`config.mk`:
```
export PLATFORM = sky130hd
export DESIGN_NAME = synth_voice_mixer
export DESIGN_NICKNAME = d
export VERILOG_FILES = /design/src/rtl/synth_pkg.sv /design/src/rtl/synth_voice_datapath.sv /design/src/rtl/synth_voice_mixer.sv
export SDC_FILE = /design/constraint.sdc
export NUM_CORES = 2
export LEC_CHECK = 0
export BUFFER_PORTS_ARGS = -buffer_cell sky130_fd_sc_hd__buf_4
export CELL_PAD_IN_SITES_DETAIL_PLACEMENT = 1
export CELL_PAD_IN_SITES_GLOBAL_PLACEMENT = 1
export CORE_MARGIN = 4
export CORE_UTILIZATION = 35
export DETAILED_ROUTE_END_ITERATION = 10
export PLACE_DENSITY = 0.73
export SKIP_LAST_GASP = 1
export SYNTH_ARGS = -nofsm -noshare
export SYNTH_HDL_FRONTEND = slang
export SYNTH_SLANG_ARGS = --single-unit
```
`constraint.sdc`:
```
create_clock -name clk -period 21.1 [get_ports clk]
set_input_delay 2.11 -clock clk [delete_from_list [all_inputs] [get_ports clk]]
set_output_delay 2.11 -clock clk [all_outputs]
set_load 0.01 [all_outputs]
```
`src/rtl/synth_pkg.sv`:
```
// Types and constants shared by the keyboard allocator and the voice mixer.
// Voice state widths and the output saturation helper live here.
package synth_pkg;

    localparam int unsigned NUM_VOICES  = 8;
    localparam int unsigned FULL_VOLUME = 1 << 20;
    localparam int unsigned ENV_W       = 21;
    localparam int unsigned ACC_W       = 19;

    typedef shortint                 freq_t;
    typedef int                      volume_t;
    typedef logic signed [15:0]      sample_t;
    typedef logic [ENV_W-1:0]        env_t;
    typedef logic signed [ACC_W-1:0] acc_t;

    typedef enum logic [1:0] {
        StIdle,
        StRun,
        StOut
    } mix_state_e;

    localparam acc_t SAT_MAX = acc_t'(32767);
    localparam acc_t SAT_MIN = acc_t'(-32768);

    function automatic sample_t saturate16(input acc_t value);
        if (value > SAT_MAX) begin
            return 16'sh7FFF;
        end else if (value < SAT_MIN) begin
            return 16'sh8000;
        end
        return value[15:0];
    endfunction

endpackage

```
`src/rtl/synth_voice_datapath.sv`:
```
// One voice step: envelope slew toward the clamped target, phase advance,
// sawtooth oscillator and envelope-scaled contribution. Purely combinational.
module synth_voice_datapath
    import synth_pkg::*;
#(
    parameter int unsigned PHASE_INC_MUL = 2749,
    parameter int unsigned ATTACK_STEP   = 1024,
    parameter int unsigned RELEASE_STEP  = 256
) (
    input  logic [31:0] i_phase,
    input  env_t        i_env,
    input  logic [15:0] i_freq,
    input  volume_t     i_volume,
    output logic [31:0] o_phase,
    output env_t        o_env,
    output sample_t     o_contrib
);

    localparam env_t        Full    = env_t'(FULL_VOLUME);
    localparam env_t        Attack  = env_t'(ATTACK_STEP);
    localparam env_t        Release = env_t'(RELEASE_STEP);
    localparam logic [31:0] IncMul  = 32'(PHASE_INC_MUL);

    env_t                w_target;
    env_t                w_env;
    logic [31:0]         w_inc;
    logic [31:0]         w_phase_sum;
    logic [31:0]         w_phase;
    sample_t             w_saw;
    logic signed [30:0]  w_saw_ext;
    logic signed [30:0]  w_env_ext;
    logic signed [30:0]  w_prod;
    logic                unused_prod_lsbs;

    always_comb begin
        w_target = '0;
        if (i_volume[31]) begin
            w_target = '0;
        end else if (i_volume > volume_t'(FULL_VOLUME)) begin
            w_target = Full;
        end else begin
            w_target = i_volume[ENV_W-1:0];
        end
    end

    // Step toward the target but never past it.
    always_comb begin
        w_env = i_env;
        if (i_env < w_target) begin
            if (w_target - i_env > Attack) begin
                w_env = i_env + Attack;
            end else begin
                w_env = w_target;
            end
        end else if (i_env > w_target) begin
            if (i_env - w_target > Release) begin
                w_env = i_env - Release;
            end else begin
                w_env = w_target;
            end
        end
    end

    assign w_inc       = {16'b0, i_freq} * IncMul;
    assign w_phase_sum = i_phase + w_inc;
    // A silent, idle voice is held at phase 0 so the next note starts cleanly.
    assign w_phase     = (w_env == '0 && w_target == '0) ? '0 : w_phase_sum;

    assign w_saw     = sample_t'(w_phase[31:16] ^ 16'h8000);
    assign w_saw_ext = {{15{w_saw[15]}}, w_saw};
    assign w_env_ext = {15'b0, w_env[20:5]};
    assign w_prod    = w_saw_ext * w_env_ext;

    assign o_phase          = w_phase;
    assign o_env            = w_env;
    assign o_contrib        = w_prod[30:15];
    assign unused_prod_lsbs = ^w_prod[14:0];

endmodule

```
`src/rtl/synth_voice_mixer.sv`:
```
// Eight-voice oscillator/envelope/mixer: one shared datapath visits every voice
// once per sample period and the sum is shifted, saturated and strobed out.
module synth_voice_mixer
    import synth_pkg::*;
#(
    parameter int unsigned CLK_DIV       = 1024,
    parameter int unsigned PHASE_INC_MUL = 2749,
    parameter int unsigned ATTACK_STEP   = 1024,
    parameter int unsigned RELEASE_STEP  = 256,
    parameter int unsigned MIX_SHIFT     = 2
) (
    input  logic        clk,
    input  logic        reset_n,
    input  logic [15:0] frequencies   [NUM_VOICES],
    input  volume_t     voice_volumes [NUM_VOICES],
    output sample_t     audio_out,
    output logic        sample_valid
);

    localparam int unsigned    DivW    = $clog2(CLK_DIV);
    localparam logic [DivW-1:0] DivLast = DivW'(CLK_DIV - 1);
    localparam logic [2:0]      LastVoice = 3'(NUM_VOICES - 1);

    logic [DivW-1:0] r_div;
    mix_state_e      r_state;
    mix_state_e      w_state_next;
    logic [2:0]      r_voice;
    logic [31:0]     r_phase [NUM_VOICES];
    env_t            r_env   [NUM_VOICES];
    acc_t            r_acc;
    sample_t         r_audio;
    logic            r_valid;

    logic            w_tick;
    logic            w_last_voice;
    logic [31:0]     w_phase_next;
    env_t            w_env_next;
    sample_t         w_contrib;
    acc_t            w_contrib_ext;
    acc_t            w_acc_next;
    acc_t            w_acc_shift;

    assign w_tick       = (r_div == DivLast);
    assign w_last_voice = (r_voice == LastVoice);

    synth_voice_datapath #(
        .PHASE_INC_MUL (PHASE_INC_MUL),
        .ATTACK_STEP   (ATTACK_STEP),
        .RELEASE_STEP  (RELEASE_STEP)
    ) u_datapath (
        .i_phase   (r_phase[r_voice]),
        .i_env     (r_env[r_voice]),
        .i_freq    (frequencies[r_voice]),
        .i_volume  (voice_volumes[r_voice]),
        .o_phase   (w_phase_next),
        .o_env     (w_env_next),
        .o_contrib (w_contrib)
    );

    assign w_contrib_ext = {{(ACC_W - 16){w_contrib[15]}}, w_contrib};
    assign w_acc_next    = r_acc + w_contrib_ext;
    assign w_acc_shift   = w_acc_next >>> MIX_SHIFT;

    always_comb begin
        w_state_next = r_state;
        unique case (r_state)
            StIdle:  if (w_tick) w_state_next = StRun;
            StRun:   if (w_last_voice) w_state_next = StOut;
            StOut:   w_state_next = StIdle;
            default: w_state_next = StIdle;
        endcase
    end

    always_ff @(posedge clk) begin
        if (!reset_n) begin
            r_state <= StIdle;
            r_div   <= '0;
            r_voice <= '0;
            r_acc   <= '0;
            r_audio <= '0;
            r_valid <= 1'b0;
            for (int i = 0; i < NUM_VOICES; i++) begin
                r_phase[i] <= '0;
                r_env[i]   <= '0;
            end
        end else begin
            r_state <= w_state_next;
            r_div   <= w_tick ? '0 : r_div + 1'b1;
            r_valid <= 1'b0;
            unique case (r_state)
                StIdle: begin
                    if (w_tick) begin
                        r_acc   <= '0;
                        r_voice <= '0;
                    end
                end
                StRun: begin
                    r_phase[r_voice] <= w_phase_next;
                    r_env[r_voice]   <= w_env_next;
                    r_acc            <= w_acc_next;
                    r_voice          <= r_voice + 1'b1;
                    // Output registers load with the last voice, so they are live during OUT.
                    if (w_last_voice) begin
                        r_audio <= saturate16(w_acc_shift);
                        r_valid <= 1'b1;
                    end
                end
                default: ;
            endcase
        end
    end

    assign audio_out    = r_audio;
    assign sample_valid = r_valid;

endmodule
```
==> run_results.csv <==
group,metric,value,unit
routing,drt_wl_total,141.0,mm
timing,relSlewSlack,15.98,%
worst_setup_path,crit_top_cell,"inv_1",
logic_synthesis,synth_common_cells,"nor2_1, inv_1, edfxtp_1",
clock_network,cts_resized,0,
timing,finalCriticalPeriod,19.98,ns
clock_network,cts.htree.levels,2,
routing,wl_met1,59.68,mm
logic_synthesis,synthDistinctLibCells,98,
clock_network,clockBufferDepth,3,
final_layout,areaGrowthSynthToFinish,16.08,%
placed_design,io_buffers,402,
logic_synthesis,yosys.area.top_type,"edfxtp_1",
hold_path,hold_path_depth,2,
worst_setup_path,worstSetupPathType,"input port to flop",
hold_path,min_path_type,"flop to flop",
worst_setup_path,critPathMaxFanout,22,
final_layout,fin_nets,5127,
global_route,grt_max_degree,109,
global_route,grt_pass1_vias,33951,
logic_synthesis,synth_top_area_share,31.90,%
floorplanning,fp.dieW,345.7,um
floorplanning,start_util,35.38,%
worst_setup_path,worst_setup_path_end_kind,"flop",
timing,whs,0.4614,ns
worst_setup_path,cp.required,21.60,ns
routing,dr_wl_met2,68.93,mm
logic_synthesis,ys_seq_area_share,34.61,%
worst_setup_path,reg2regPathDepth,68,
floorplanning,dieArea,119500,um2
final_layout,antennaDiodeCount,0,
placed_design,placed_area,44740,um2
logic_synthesis,netlist_instances,3848,
clock_network,clk_pin_slew_worst_paths,0.06,ns
worst_setup_path,r2r_start,"r_voice[0]",
routing,wl_per_cell,24.71,um
clock_network,cts_hold_buf,0,
timing,hold_viol,0,
clock_network,root_buffer,"clkbuf_16",
timing,drv_slew,0,
clock_network,cts_buffers,51,
timing,period_share,94.67,%
logic_synthesis,synth_warnings,0,
placed_design,dp_hpwl,105.2,mm
timing,tns,0,ns
global_route,track_usage,23.08,%
timing,finClkSkew,0.03761,ns
clock_network,clock-sinks,478,
global_route,grt_pass1_wl,212.5,mm
status,status,"complete, no violations",
logic_synthesis,synth_most_common_cell,"nor2_1",
floorplanning,num_rows,123,
worst_setup_path,arrival,20.47,ns
routing,avgViaCountPerCell,5.518,
final_layout,ff_latch_area,13830,um2
timing,rsz0062_at_grt,"false",
logic_synthesis,synth-edff-count,424,
timing,setup_violations,0,
routing,drt_iter0_markers,2571,
routing,dr.max_layer_used,"met4",
floorplanning,ios,403,
floorplanning,die_h,345.7,um
clock_network,post-cts-setup-buffers,0,
final_layout,multi_input_area,23640,um2
worst_setup_path,slowest_stage,"or4_4",
routing,wl_met3,7.796,mm
timing,worst_slew_pin_slew,1.260,ns
worst_setup_path,critPathLaunch,"voice_volumes[90]",
routing,vias,31481,
logic_synthesis,synth.cell_area,39910,um2
final_layout,n_fill_cell,12545,
timing,fmax,0.05006,GHz
routing,ant_nets,0,
placed_design,gp_congestion,0.9436,
worst_setup_path,crit_cells,67,
logic_synthesis,avgSynthCellArea,10.37,um2
logic_synthesis,synth-main-ff-cell,"edfxtp_1",
floorplanning,core-area,112800,um2
clock_network,cts_tree,"done",
final_layout,stdcell_area,46330,um2
clock_network,clk-insertion-delay-late,0.62,ns
logic_synthesis,syn_nets,4807,
logic_synthesis,yosys-top-cells-area,"edfxtp_1, fa_1, ha_1",
worst_setup_path,worstPathBufferInverterCount,9,
logic_synthesis,synth_seq_cells,478,
routing,firstDrtPassIters,5,
flow_run,cap_violations,0,
worst_setup_path,crit_path_start_kind,"input port",
worst_setup_path,slowest_delay,0.78,ns
logic_synthesis,synthArstFlopShare,0,%
final_layout,drive_above_1_share,19.50,%
global_route,grt_antenna_before_repair,3,
routing,drc,0,
global_route,gr-total-overflow,0,
worst_setup_path,cp_top_family,"compound AO/OA/AOI/OAI gates",
hold_path,hold_path_startpoint,"r_acc[14]",
-- path summary, 6_finish.rpt --
| path | endpoint | slack [ns] |
|---|---|---|
| setup reg to reg | audio_out[1] | 1.76 |
| setup / recovery | audio_out[1] | 1.12 |
| hold / removal | r_acc[14] | 0.46 |
| hold reg to reg | r_acc[14] | 0.46 |
-- flip-flops by register name, indices dropped and copies added (netlist names), named ones only --
signal and flops:
r_env 168, r_phase 256, r_div 10, r_acc 19
audio_out 16, r_state 2, sample_valid 1, r_voice 3
-- metal layers --
metal,GRT usage [%],vias up
li1,-,13859
met1,31.05,16395
met2,39.13,1036
met3,2.790,191
met4,7.000,0
met5,0,-
-- metrics by stage --
step | setup slack, ns | utilization, % | cells
2_1_floorplan | 3.272 | - | 3848
6_report | 1.125 | 41.07 | 5705
4_1_cts | 0.8260 | 41.06 | 5705
3_5_place_dp | 0.2795 | 39.66 | 5615
5_1_grt | 0.02459 | 41.07 | 5705
3_3_place_gp | 0.6724 | 39.66 | 5615
-- layout by cell type (no fill, tap or decap), types with 24 or more instances in the layout --
cell type    n
a21o_1      36
edfxtp_1   424
xnor2_1     54
nor3_1      57
xor2_1      37
dfxtp_1     49
inv_1      456
or2_2       51
mux4_2     132
fa_1       298
o21ai_0     75
clkbuf_16   52
and2_1      24
ha_1       275
nand2b_1    76
buf_4      484
a22oi_1     66
mux2i_1     49
nand3_1     55
a21oi_1    121
nor2_1     676
nand2_1    211
-- layout make-up --
| cell class | count | share of cell area (%) |
|---|---|---|
| Clock buffer | 65 | 2.957 |
| Clock inverter | 25 | 0.4510 |
| Inverter | 461 | 3.735 |
| Multi-Input combinational cell | 2690 | 51.03 |
| Sequential cell | 478 | 29.85 |
| Tap cell | 1500 | 4.051 |
| Timing Repair Buffer | 486 | 7.930 |
-- kinds of logic (layout without fill, tap and decap cells) --
| group | count (synthesis) | count (layout) | share of synthesized area, % |
|---|---|---|---|
| AND/OR/NAND/NOR | 1288 | 1288 | 14.49 |
| buffers and inverters | 680 | 1037 | 6.606 |
| adder cells (fa/ha/maj) | 583 | 583 | 23.82 |
| AO/OA/AOI/OAI | 509 | 509 | 8.691 |
| flip-flops | 478 | 478 | 34.61 |
| multiplexers | 208 | 208 | 9.437 |
| XOR/XNOR | 102 | 102 | 2.348 |
-- worst register-to-register path: cells and delay by family (launching register included) --
family,cells,cell delay (ns)
adder cells (fa/ha/maj),10,4.04
AO/OA/AOI/OAI,20,4.98
AND/OR/NAND/NOR,21,5.84
XOR/XNOR,4,0.87
multiplexers,3,1.32
flip-flops,1,0.71
buffers and inverters,10,1.46
Power is left out: the tool's default activity adds up to more than one toggle a clock period on the data nets, which glitch-free logic cannot reach.
